[config.mk]
export PLATFORM = sky130hd
export DESIGN_NAME = multi_player_track_screen
export DESIGN_NICKNAME = d
export VERILOG_FILES = /design/src/rtl/track_screen_pkg.sv /design/src/rtl/player_trail_tracker.sv /design/src/rtl/multi_player_track_screen.sv
export SDC_FILE = /design/constraint.sdc
export NUM_CORES = 1
export LEC_CHECK = 0
export BUFFER_PORTS_ARGS = -buffer_cell sky130_fd_sc_hd__buf_2
export CORE_AREA = 2 2 154 156
export CTS_CLUSTER_DIAMETER = 150
export DETAILED_ROUTE_END_ITERATION = 8
export DIE_AREA = 0 0 156 158
export GPL_TIMING_DRIVEN = 0
export HOLD_SLACK_MARGIN = 0.05
export SLEW_MARGIN = 10
export SYNTH_ARGS = -nofsm -noshare
export SYNTH_HDL_FRONTEND = slang
export SYNTH_SLANG_ARGS = --single-unit
[constraint.sdc]
create_clock -name clk -period 5.8 [get_ports clk]
set_input_delay 0.29 -clock clk [delete_from_list [all_inputs] [get_ports clk]]
set_output_delay 0.29 -clock clk [all_outputs]
set_load 0.05 [all_outputs]
[src/rtl/track_screen_pkg.sv]
// Shared types and defaults for the multi-player race track renderer.
// Colours are packed {G,R,B} bytes, player 0 in the least significant slot.
package track_screen_pkg;

  typedef struct packed {
    logic [7:0] g;
    logic [7:0] r;
    logic [7:0] b;
  } rgb_t;

  localparam int MAX_PLAYERS = 8;

  // Players 0..3: green, red, blue, yellow; 4..7: cyan, magenta, white, orange.
  localparam logic [24*MAX_PLAYERS-1:0] DEFAULT_COLORS = {
    24'h030800, 24'h030303, 24'h000505, 24'h050005,
    24'h050500, 24'h00000A, 24'h000A00, 24'h0A0000
  };

  function automatic rgb_t HALF(input rgb_t c);
    rgb_t h;
    h.g = c.g >> 1;
    h.r = c.r >> 1;
    h.b = c.b >> 1;
    return h;
  endfunction

endpackage

[src/rtl/player_trail_tracker.sv]
// Per-player frame-synchronous position capture and fading trail bookkeeping.
// Reports whether the player or its live trail sits on the requested LED.
module player_trail_tracker #(
  parameter int MAX_POS      = 109,
  parameter int POS_W        = $clog2(MAX_POS),
  parameter int TRAIL_FRAMES = 8
) (
  input  logic             clk,
  input  logic             rst_n,
  input  logic             frame_tick,
  input  logic [POS_W-1:0] position,
  input  logic [POS_W-1:0] led_number,
  output logic [POS_W-1:0] cur_pos,
  output logic             hit,
  output logic             trail_hit
);

  localparam int TC_W = (TRAIL_FRAMES > 0) ? $clog2(TRAIL_FRAMES + 1) : 1;

  logic [POS_W-1:0] cur_pos_reg;
  logic [POS_W-1:0] trail_pos_reg;
  logic [TC_W-1:0]  trail_cnt_reg;

  always_ff @(posedge clk) begin
    if (!rst_n) begin
      cur_pos_reg   <= '0;
      trail_pos_reg <= '0;
      trail_cnt_reg <= '0;
    end else if (frame_tick) begin
      if (position != cur_pos_reg) begin
        trail_pos_reg <= cur_pos_reg;
        cur_pos_reg   <= position;
        trail_cnt_reg <= TC_W'(TRAIL_FRAMES);
      end else if (trail_cnt_reg != '0) begin
        trail_cnt_reg <= trail_cnt_reg - TC_W'(1);
      end
    end
  end

  assign cur_pos = cur_pos_reg;

  // Positions beyond the strip are legal but never light anything.
  assign hit       = (cur_pos_reg == led_number) && (int'(cur_pos_reg) < MAX_POS);
  assign trail_hit = (trail_cnt_reg != '0) && (trail_pos_reg == led_number) &&
                     (int'(trail_pos_reg) < MAX_POS);

endmodule

[src/rtl/multi_player_track_screen.sv]
// N-player gameplay screen: leader detection, blink phase, per-LED priority mux
// and the registered intensity bus (pass-through when disabled).
module multi_player_track_screen
  import track_screen_pkg::*;
#(
  parameter int N_PLAYERS                      = 4,
  parameter int MAX_POS                        = 109,
  parameter logic [24*N_PLAYERS-1:0] PLAYER_COLORS = DEFAULT_COLORS[24*N_PLAYERS-1:0],
  parameter int TRAIL_FRAMES                   = 8,
  parameter int BLINK_FRAMES                   = 16,
  parameter int COLLISION_LEVEL                = 5,
  localparam int POS_W                         = $clog2(MAX_POS)
) (
  input  logic                       clk,
  input  logic                       rst_n,
  input  logic                       enable,
  input  logic                       frame_tick,
  input  logic [N_PLAYERS*POS_W-1:0] positions,
  input  logic [POS_W-1:0]           led_number,
  input  logic [7:0]                 i_red_intensity,
  input  logic [7:0]                 i_blue_intensity,
  input  logic [7:0]                 i_green_intensity,
  output logic [7:0]                 o_red_intensity,
  output logic [7:0]                 o_blue_intensity,
  output logic [7:0]                 o_green_intensity
);

  localparam int BC_W = (BLINK_FRAMES > 1) ? $clog2(BLINK_FRAMES) : 1;

  logic [POS_W-1:0]     cur_pos [N_PLAYERS];
  logic [N_PLAYERS-1:0] hit;
  logic [N_PLAYERS-1:0] trail_hit;
  logic [N_PLAYERS-1:0] leader;
  logic [POS_W-1:0]     max_pos;

  logic [BC_W-1:0] blink_cnt_reg;
  logic            blink_on_reg;
  rgb_t            render;
  rgb_t            out_reg;
  logic [3:0]      hit_count;

  generate
    for (genvar gi = 0; gi < N_PLAYERS; gi++) begin : g_player
      player_trail_tracker #(
        .MAX_POS     (MAX_POS),
        .POS_W       (POS_W),
        .TRAIL_FRAMES(TRAIL_FRAMES)
      ) u_tracker (
        .clk       (clk),
        .rst_n     (rst_n),
        .frame_tick(frame_tick),
        .position  (positions[gi*POS_W +: POS_W]),
        .led_number(led_number),
        .cur_pos   (cur_pos[gi]),
        .hit       (hit[gi]),
        .trail_hit (trail_hit[gi])
      );

      // A race where nobody has left the start line has no leader.
      assign leader[gi] = (max_pos != '0) && (cur_pos[gi] == max_pos);
    end
  endgenerate

  always_comb begin
    max_pos = '0;
    for (int p = 0; p < N_PLAYERS; p++) begin
      if (cur_pos[p] > max_pos) max_pos = cur_pos[p];
    end
  end

  always_ff @(posedge clk) begin
    if (!rst_n) begin
      blink_cnt_reg <= '0;
      blink_on_reg  <= 1'b1;
    end else if (frame_tick && (BLINK_FRAMES != 0)) begin
      if (blink_cnt_reg == BC_W'(BLINK_FRAMES - 1)) begin
        blink_cnt_reg <= '0;
        blink_on_reg  <= ~blink_on_reg;
      end else begin
        blink_cnt_reg <= blink_cnt_reg + BC_W'(1);
      end
    end
  end

  always_comb begin
    render    = '0;
    hit_count = '0;
    for (int p = 0; p < N_PLAYERS; p++) hit_count = hit_count + 4'(hit[p]);

    if (hit_count >= 4'd2) begin
      render.g = 8'(COLLISION_LEVEL);
      render.r = 8'(COLLISION_LEVEL);
      render.b = 8'(COLLISION_LEVEL);
    end else if (hit_count == 4'd1) begin
      for (int p = 0; p < N_PLAYERS; p++) begin
        if (hit[p]) begin
          render = rgb_t'(PLAYER_COLORS[p*24 +: 24]);
          if (leader[p] && (BLINK_FRAMES != 0) && !blink_on_reg) render = HALF(render);
        end
      end
    end else begin
      // Descending scan so the lowest-index trail wins.
      for (int p = N_PLAYERS - 1; p >= 0; p--) begin
        if (trail_hit[p]) render = HALF(rgb_t'(PLAYER_COLORS[p*24 +: 24]));
      end
    end
  end

  always_ff @(posedge clk) begin
    if (!rst_n) begin
      out_reg <= '0;
    end else if (!enable) begin
      out_reg.g <= i_green_intensity;
      out_reg.r <= i_red_intensity;
      out_reg.b <= i_blue_intensity;
    end else begin
      out_reg <= render;
    end
  end

  assign o_green_intensity = out_reg.g;
  assign o_red_intensity   = out_reg.r;
  assign o_blue_intensity  = out_reg.b;

endmodule

==> run metrics, run 1 <==
die height=158 um; Bufs and invs on worst path=3; r2r endpoint=o_green_intensity[1]$_SDFF_PN0_; number of cell rows=56; sequential area share after synthesis=29.8%; WL final=20,500 um; most frequent cells in the layout=dfxtp_1 (94), buf_2 (79), nor2b_1 (65), xnor2_1 (56), xor2_1 (56); Comb power frac=41.0%; overall power=2.32 mW; Post-Syn Instances=788; outcome=complete, no violations; Distinct cells, synth=72; Tightest Pin Transition=1.15 ns; worst clock skew=0.00777 ns; worst r2r src=g_player[0].u_tracker.cur_pos[4]$_SDFFE_PN0P_; gr ovfl total=0; Final Slew Violations=0; port buffer count=79; Critical Path Most Common Cell=ha_1; CORE AREA=23,100 um2; Pre-antenna DRT Iters=5; synthesized flop and latch total=101; Peak VDD IR=0.000147 V; Max-slew headroom=22.5%; critical path launch point type=register; post-route minimum period=5.59 ns; CP max stage delay=0.43 ns; Initial Utilization=29.5%; WHS Path Cells=3; Hold Startpoint=i_blue_intensity[3]; Crit-path slowest cell=or3_4; Synth async-reset ratio=0%; share of the synthesized area in the top cell type=29.8%; Reg power frac=32.2%; CP delay by family, top=compound AO/OA/AOI/OAI gates; n_diodes=0; clk sinks=101; via count=6,008; Max Clk Rate=179 MHz; R2R cell count=22; Switch Pwr=0.858 mW; Setup crit end kind=register; sw frac=36.9%; Final Hold Vio Count=0; initial antenna violation count=2; synthesized area=6790 um2; vias per cell=5.10; final non-filler cell area=8140 um2; Worst Path Arrival=5.87 ns; first-pass GRT wire length=31,500 um; Initial DRC Count=400; HPWL after DPL=15,500 um; largest net degree at the start of global routing=17; main flop type after synthesis=dfxtp_1; power share of the clock group=26.8%; Placed Area=7550 um2; Leak Pwr=3.28 nW; Final Setup Violations=0; Hold Path End=o_blue_intensity[3]$_SDFF_PN0_; Pwr Density=285 nW/um2; Yosys top cell by area=dfxtp_1; Max clock buf depth=2; Post-route DRC=0; share of post-route cells with drive strength above 1=19.4%; routability cong.=0.888; max-cap viol count=0; DR WL/cell=17.4 um; Crit Path Max Fanout=10; area grow syn2layout=19.9%; Hold/Removal Path Class=in2reg; Syn Nets=884; H-tree Lvls=3; number of synthesized flops with an enable pin=0; Root Driver=clkbuf_16; vias in the first global route=5,666; Die ar.=24,600 um2; Total Routing Usage GR=16.7%; Syn Area/Cell=8.62 um2; I/O pin count=87; worst endpoint required time=6.08 ns; Nets=978; r2r setup slk=0.21 ns; cts bufs inserted=9; cells taking the most area after synthesis=dfxtp_1 (30%), mux2i_1 (7.8%), xnor2_1 (7.2%); filler cell count in the final layout=2,394; CTS tree=yes; most common cell after layout, fill and taps aside=dfxtp_1; DIE WIDTH=156 um; CP Launch Point=g_player[0].u_tracker.cur_pos[4]$_SDFFE_PN0P_; clock-pin slew on the worst setup and hold paths=0.07 ns; P_int=1.47 mW; crit-path cells=inv_2, ha_2, nand4_2, or2_4, o22ai_2, or2_2, inv_1, ha_1, and4_2, o21ai_4, a21oi_4, o32ai_4, ha_1, and4_1, a21boi_4, o21a_4, clkbuf_4, nor3_1, a311oi_1, a31oi_1, or3_4, o31ai_2; DRT antenna net count=0; Yosys warnings=0; CP Class=reg2reg; Clock Latency Late Sink=0.36 ns; Final Cycle Share=96.3%
## worst max path at each step
stage	end	cells after the start	slack, ns
floorplan	o_green_intensity[1]$_SDFF_PN0_	22	0.49
global placement	o_green_intensity[1]$_SDFF_PN0_	22	-0.58
detailed placement	o_green_intensity[1]$_SDFF_PN0_	22	-0.54
CTS	o_green_intensity[1]$_SDFF_PN0_	22	0.02
global route	o_green_intensity[1]$_SDFF_PN0_	22	-0.02
finish	o_green_intensity[1]$_SDFF_PN0_	22	0.21
## cells in the mapped netlist, types with 10 or more instances
cell type	number
mux2i_1	53
o21ai_0	29
nor3_1	12
nor2_1	41
clkbuf_1	49
dfxtp_1	101
a21oi_1	28
nand2b_1	10
nor2b_1	65
nand4_1	19
nand3_1	11
inv_1	26
a31oi_1	11
nor4_1	14
and2_1	21
o211ai_1	15
ha_1	32
xor2_1	56
xnor2_1	56
nand2_1	38
## power groups by stage
| stage | registers (mW) | clock network (mW) | logic (mW) |
|---|---|---|---|
| floorplan | 0.791 | 0 | 0.583 |
| global placement | 0.758 | 0 | 0.790 |
| detailed placement | 0.759 | 0 | 0.803 |
| CTS | 0.749 | 0.639 | 0.853 |
| global route | 0.753 | 0.665 | 1.03 |
| finish | 0.749 | 0.622 | 0.953 |
## repair_timing
action / in CTS / in global routing
hold buffers: 0 / 0
resized for setup: 21 / 39
pin swaps: 3 / 12
buffers inserted: 4 / 6
endpoints found under the setup margin: 12 / 12
## worst reg2reg max path, delay by kind of cell, from the launching register on
family | cells | cell delay [ns]
adder cells (fa/ha/maj) | 3 | 1.00
AO/OA/AOI/OAI | 9 | 1.98
flip-flops | 1 | 0.40
AND/OR/NAND/NOR | 7 | 1.75
buffers and inverters | 3 | 0.39
## cells by family after synthesis
kind of cell    count (synthesis)  synth area share, %
fa+ha+maj                      33                 6.19
mux                            54                 7.98
buf+inv                        80                 4.44
flops                         101                 29.8
compound gates                150                 15.8
simple gates                  258                 21.3
xor+xnor                      112                 14.4
## layout make-up
type	count	area (um2)	share of cell area (%)
multi-input cells	607	4690	57.6
well taps	290	363	4.46
flip-flops and latches	101	2040	25.1
clock buffers	10	239	2.94
inverters	26	101	1.24
clock inverters	6	61.3	0.753
plain buffers	48	184	2.26
repair buffers	89	467	5.73
## metal layers
layer / GRT usage [%] / wire (um)
met5: 0 / 13
met4: 6.20 / 424
met3: 3.42 / 960
met2: 27.4 / 9630
met1: 21.8 / 9430
## per-stage QoR
stage               cells  utilization [%]  worst slack [ns]  hold slack (ns)  setup TNS (ns)
detailed placement   1157             32.7            -0.543            0.490           -4.98
finish               1177             35.3             0.213            0.121               0
floorplan             788                -             0.487            0.397               0
CTS                  1171             34.5            0.0207            0.109               0
global route         1177             35.3           -0.0225            0.116         -0.0722
global placement     1157             32.7            -0.580            0.488           -5.19
(Power assumes the default switching activity.)
==> run 2: changes to the inputs <==
Settings changed: ABC_AREA from default to 1, CORE_AREA 2 2 154 156 to 2 2 153 155, DIE_AREA 0 0 156 158 to 0 0 155 157.
==> run 2 against run 1 <==
Net effect: register-to-register slack gained 0.20 ns; area after synthesis is 1.2% lower; sequential power rose by 4.1%; wire length is 12% higher; clock power grew 11%; via count increased by 12%; synthesized cell count grew 23%; critical path depth grew 16; clock-buffer cell count stayed put; setup slack improved by 0.20 ns; maximum frequency is 3.7% higher; highest routed layer is now met4.
==> run metrics, run 2 <==
most frequent cells in the layout=nand2_1 (203), inv_1 (97), dfxtp_1 (97), buf_2 (90), a21oi_1 (78); Syn Area/Cell=6.94 um2 (-20%); initial antenna violation count=0 (-2); worst r2r src=g_player[0].u_tracker.cur_pos[5]$_SDFFE_PN0P_; Yosys warnings=0 (unchanged); n_diodes=0 (unchanged); Hold/Removal Path Class=in2reg; Setup TNS=0 ns (unchanged); most common cell after layout, fill and taps aside=nand2_1; synthesized flop and latch total=101 (unchanged); CORE AREA=22,500 um2 (-2.4%); Die ar.=24,300 um2 (-1.3%); Setup crit end kind=register; filler cell count in the final layout=2,420 (+1.1%); post-route minimum period=5.39 ns (-0.197 ns); cells taking the most area after synthesis=dfxtp_1 (30%), nand2_1 (11%), xor2_1 (7.6%); Pwr Density=319 nW/um2 (+12%); unrepaired setup endpoints after global routing=no; WHS Path Cells=3 (unchanged); I/O pin count=87 (unchanged); main flop type after synthesis=dfxtp_1; Post-CTS Hold Buffers=0 (unchanged); Crit Path Max Fanout=10 (unchanged); Max clock buf depth=2 (unchanged); Clock Latency Late Sink=0.36 ns (about the same); most common cell in the netlist=nand2_1; Final Setup Violations=0 (unchanged); power share of the clock group=27.6% (+0.8 points); Max-slew headroom=47.1% (+25 points); critical path launch point type=register; Final Hold Vio Count=0 (unchanged); CP Class=reg2reg; Hold Path End=o_red_intensity[1]$_SDFF_PN0_; HPWL after DPL=17,600 um (+14%); die height=157 um (-0.63%); Post-Syn Instances=967 (+23%); clk sinks=101 (unchanged); vias per cell=4.97 (-2.7%); Initial DRC Count=602 (+51%); share of post-route cells with drive strength above 1=15.9% (-3.5 points); cts bufs inserted=9 (unchanged); Critical Path Most Common Cell=nand2_1; R2R cell count=38 (+73%); WL final=22,900 um (+12%); r2r setup slk=0.41 ns (+0.20 ns); share of the synthesized area in the top cell type=30.1% (+0.37 points); Pre-antenna DRT Iters=5 (unchanged); Non-Filler Instances=1,349 (+15%); Bufs and invs on worst path=8 (+5); CP max stage delay=0.48 ns (+0.05 ns); Max Clk Rate=186 MHz (+3.7%); Syn Nets=1,063 (+20%); clock-pin slew on the worst setup and hold paths=0.07 ns (about the same); Final Cycle Share=92.9% (-3.4 points); Post-route DRC=0 (unchanged); worst clock skew=0.0106 ns (+0.00287 ns); outcome=complete, no violations; DR WL/cell=16.9 um (-2.5%); synthesized area=6710 um2 (-1.2%); DRT antenna net count=0 (unchanged); largest net degree at the start of global routing=19 (+2); placed insts=1,331 (+15%); Hold Startpoint=i_red_intensity[1]; area grow syn2layout=16.9%; CTS tree=yes; via count=6,701 (+12%); Final Slew Violations=0 (unchanged); Reg power frac=31.1% (-1.1 points); first-pass GRT wire length=35,200 um (+12%); hold_ws=0.118 ns (-0.00302 ns); port buffer count=79 (unchanged); sw frac=41.6% (+4.6 points); Root Driver=clkbuf_16; routability cong.=1.01 (+14%); CP delay by family, top=simple AND/OR/NAND/NOR gates; Distinct cells, synth=43 (-40%); Synth async-reset ratio=0% (unchanged); Nets=1,155 (+18%); vias in the first global route=6,332 (+12%); Peak VDD IR=0.000173 V (+18%); gr ovfl total=0 (unchanged); worst endpoint required time=6.06 ns (-0.02 ns); number of synthesized flops with an enable pin=0 (unchanged); P_int=1.46 mW (-0.15%); Worst Path Arrival=5.65 ns (-0.22 ns); r2r endpoint=o_red_intensity[1]$_SDFF_PN0_; top cells by count, synth=nand2_1 (203), dfxtp_1 (101), inv_1 (100), a21oi_1 (78), nand3_1 (74); Yosys top cell by area=dfxtp_1; Initial Utilization=29.8% (+0.35 points); overall power=2.50 mW (+7.8%); Switch Pwr=1.04 mW (+21%); Total Routing Usage GR=19.0% (+2.3 points); max-cap viol count=0 (unchanged); number of cell rows=55 (-1.8%); Tightest Pin Transition=0.793 ns (-0.355 ns); sequential area share after synthesis=30.1% (+0.37 points); H-tree Lvls=3 (unchanged); DIE WIDTH=155 um (-0.64%); Comb power frac=41.2% (+0.2 points); Crit-path slowest cell=dfxtp_1; Leak Pwr=3.76 nW (+14%)
## run 2: changes by cell type after synthesis, moves of 11 or more
cell / change
nand2_2: +12
nand3_1: +63
mux2i_1: -53
clkbuf_1: -23
nor2b_1: -65
a21oi_1: +50
and2_1: -20
inv_1: +74
xnor2_1: -35
nand3_2: +11
o21ai_0: +37
nand2_1: +165
nor2_1: +23
## run 2: per-stage QoR
stage                     utilization [%]  worst slack, ns  instance area, um2
after global placement               33.1            0.235                7460
after global routing                 34.8           0.0241                7840
final                                34.8            0.410                7840
after floorplan                         -             1.31                6710
after detailed placement             33.1            0.229                7460
after CTS                            34.7            0.209                7800
## run 2: how the worst max path moves through the flow
| stage | start | end | slack, ns | cells after the start |
|---|---|---|---|---|
| after floorplan | g_player[0].u_tracker.cur_pos[2]$_SDFFE_PN0P_ | o_red_intensity[1]$_SDFF_PN0_ | 1.31 | 40 |
| after global placement | g_player[0].u_tracker.cur_pos[2]$_SDFFE_PN0P_ | o_red_intensity[1]$_SDFF_PN0_ | 0.24 | 39 |
| after detailed placement | g_player[0].u_tracker.cur_pos[2]$_SDFFE_PN0P_ | o_red_intensity[1]$_SDFF_PN0_ | 0.23 | 39 |
| after CTS | g_player[0].u_tracker.cur_pos[2]$_SDFFE_PN0P_ | o_red_intensity[1]$_SDFF_PN0_ | 0.21 | 39 |
| after global routing | g_player[0].u_tracker.cur_pos[5]$_SDFFE_PN0P_ | o_green_intensity[1]$_SDFF_PN0_ | 0.02 | 38 |
| final | g_player[0].u_tracker.cur_pos[5]$_SDFFE_PN0P_ | o_red_intensity[1]$_SDFF_PN0_ | 0.41 | 38 |
## run 2: worst reg2reg max path: cells and delay by family (launching register included)
| family | cells | cell delay (ns) |
|---|---|---|
| fa+ha+maj | 3 | 0.88 |
| compound gates | 4 | 0.59 |
| buf+inv | 8 | 1.05 |
| simple gates | 23 | 2.33 |
| flops | 1 | 0.48 |
## run 2: cell families after synthesis
family	count (synthesis)	synth area share, %
AND/OR/NAND/NOR	428	29.7
AO/OA/AOI/OAI	176	14.5
buffers and inverters	150	9.10
flip-flops	101	30.1
XOR/XNOR	79	10.3
adder cells (fa/ha/maj)	33	6.27
## run 2: layout make-up
type	instances	area [um2]	share of cell area, %
multi-input combinational	716	4080	52.0
sequential	101	2030	25.8
timing repair buffer	84	433	5.52
inverter	107	409	5.22
tap	285	357	4.55
clock buffer	10	239	3.05
buffer	40	198	2.52
clock inverter	6	100	1.28
## run 2: per-layer routing
| layer | up-vias | track usage [%] | wire, um |
|---|---|---|---|
| li1 | 3374 | - | - |
| met1 | 3096 | 24.2 | 9710 |
| met2 | 186 | 32.1 | 11100 |
| met3 | 45 | 2.75 | 1290 |
| met4 | 0 | 8.38 | 770 |
| met5 | - | 0 | 0 |
## run 2: timing repair
action / in CTS / in global routing
setup buffers: 0 / 5
gates resized for setup: 0 / 11
setup endpoints to repair: 0 / 12
## run 2: power by group through the flow
stage / clock network [mW] / registers, mW / logic, mW
after detailed placement: 0 / 0.790 / 1.01
after global routing: 0.737 / 0.785 / 1.15
final: 0.692 / 0.780 / 1.03
after CTS: 0.708 / 0.774 / 1.01
after floorplan: 0 / 0.802 / 0.724
after global placement: 0 / 0.790 / 0.999
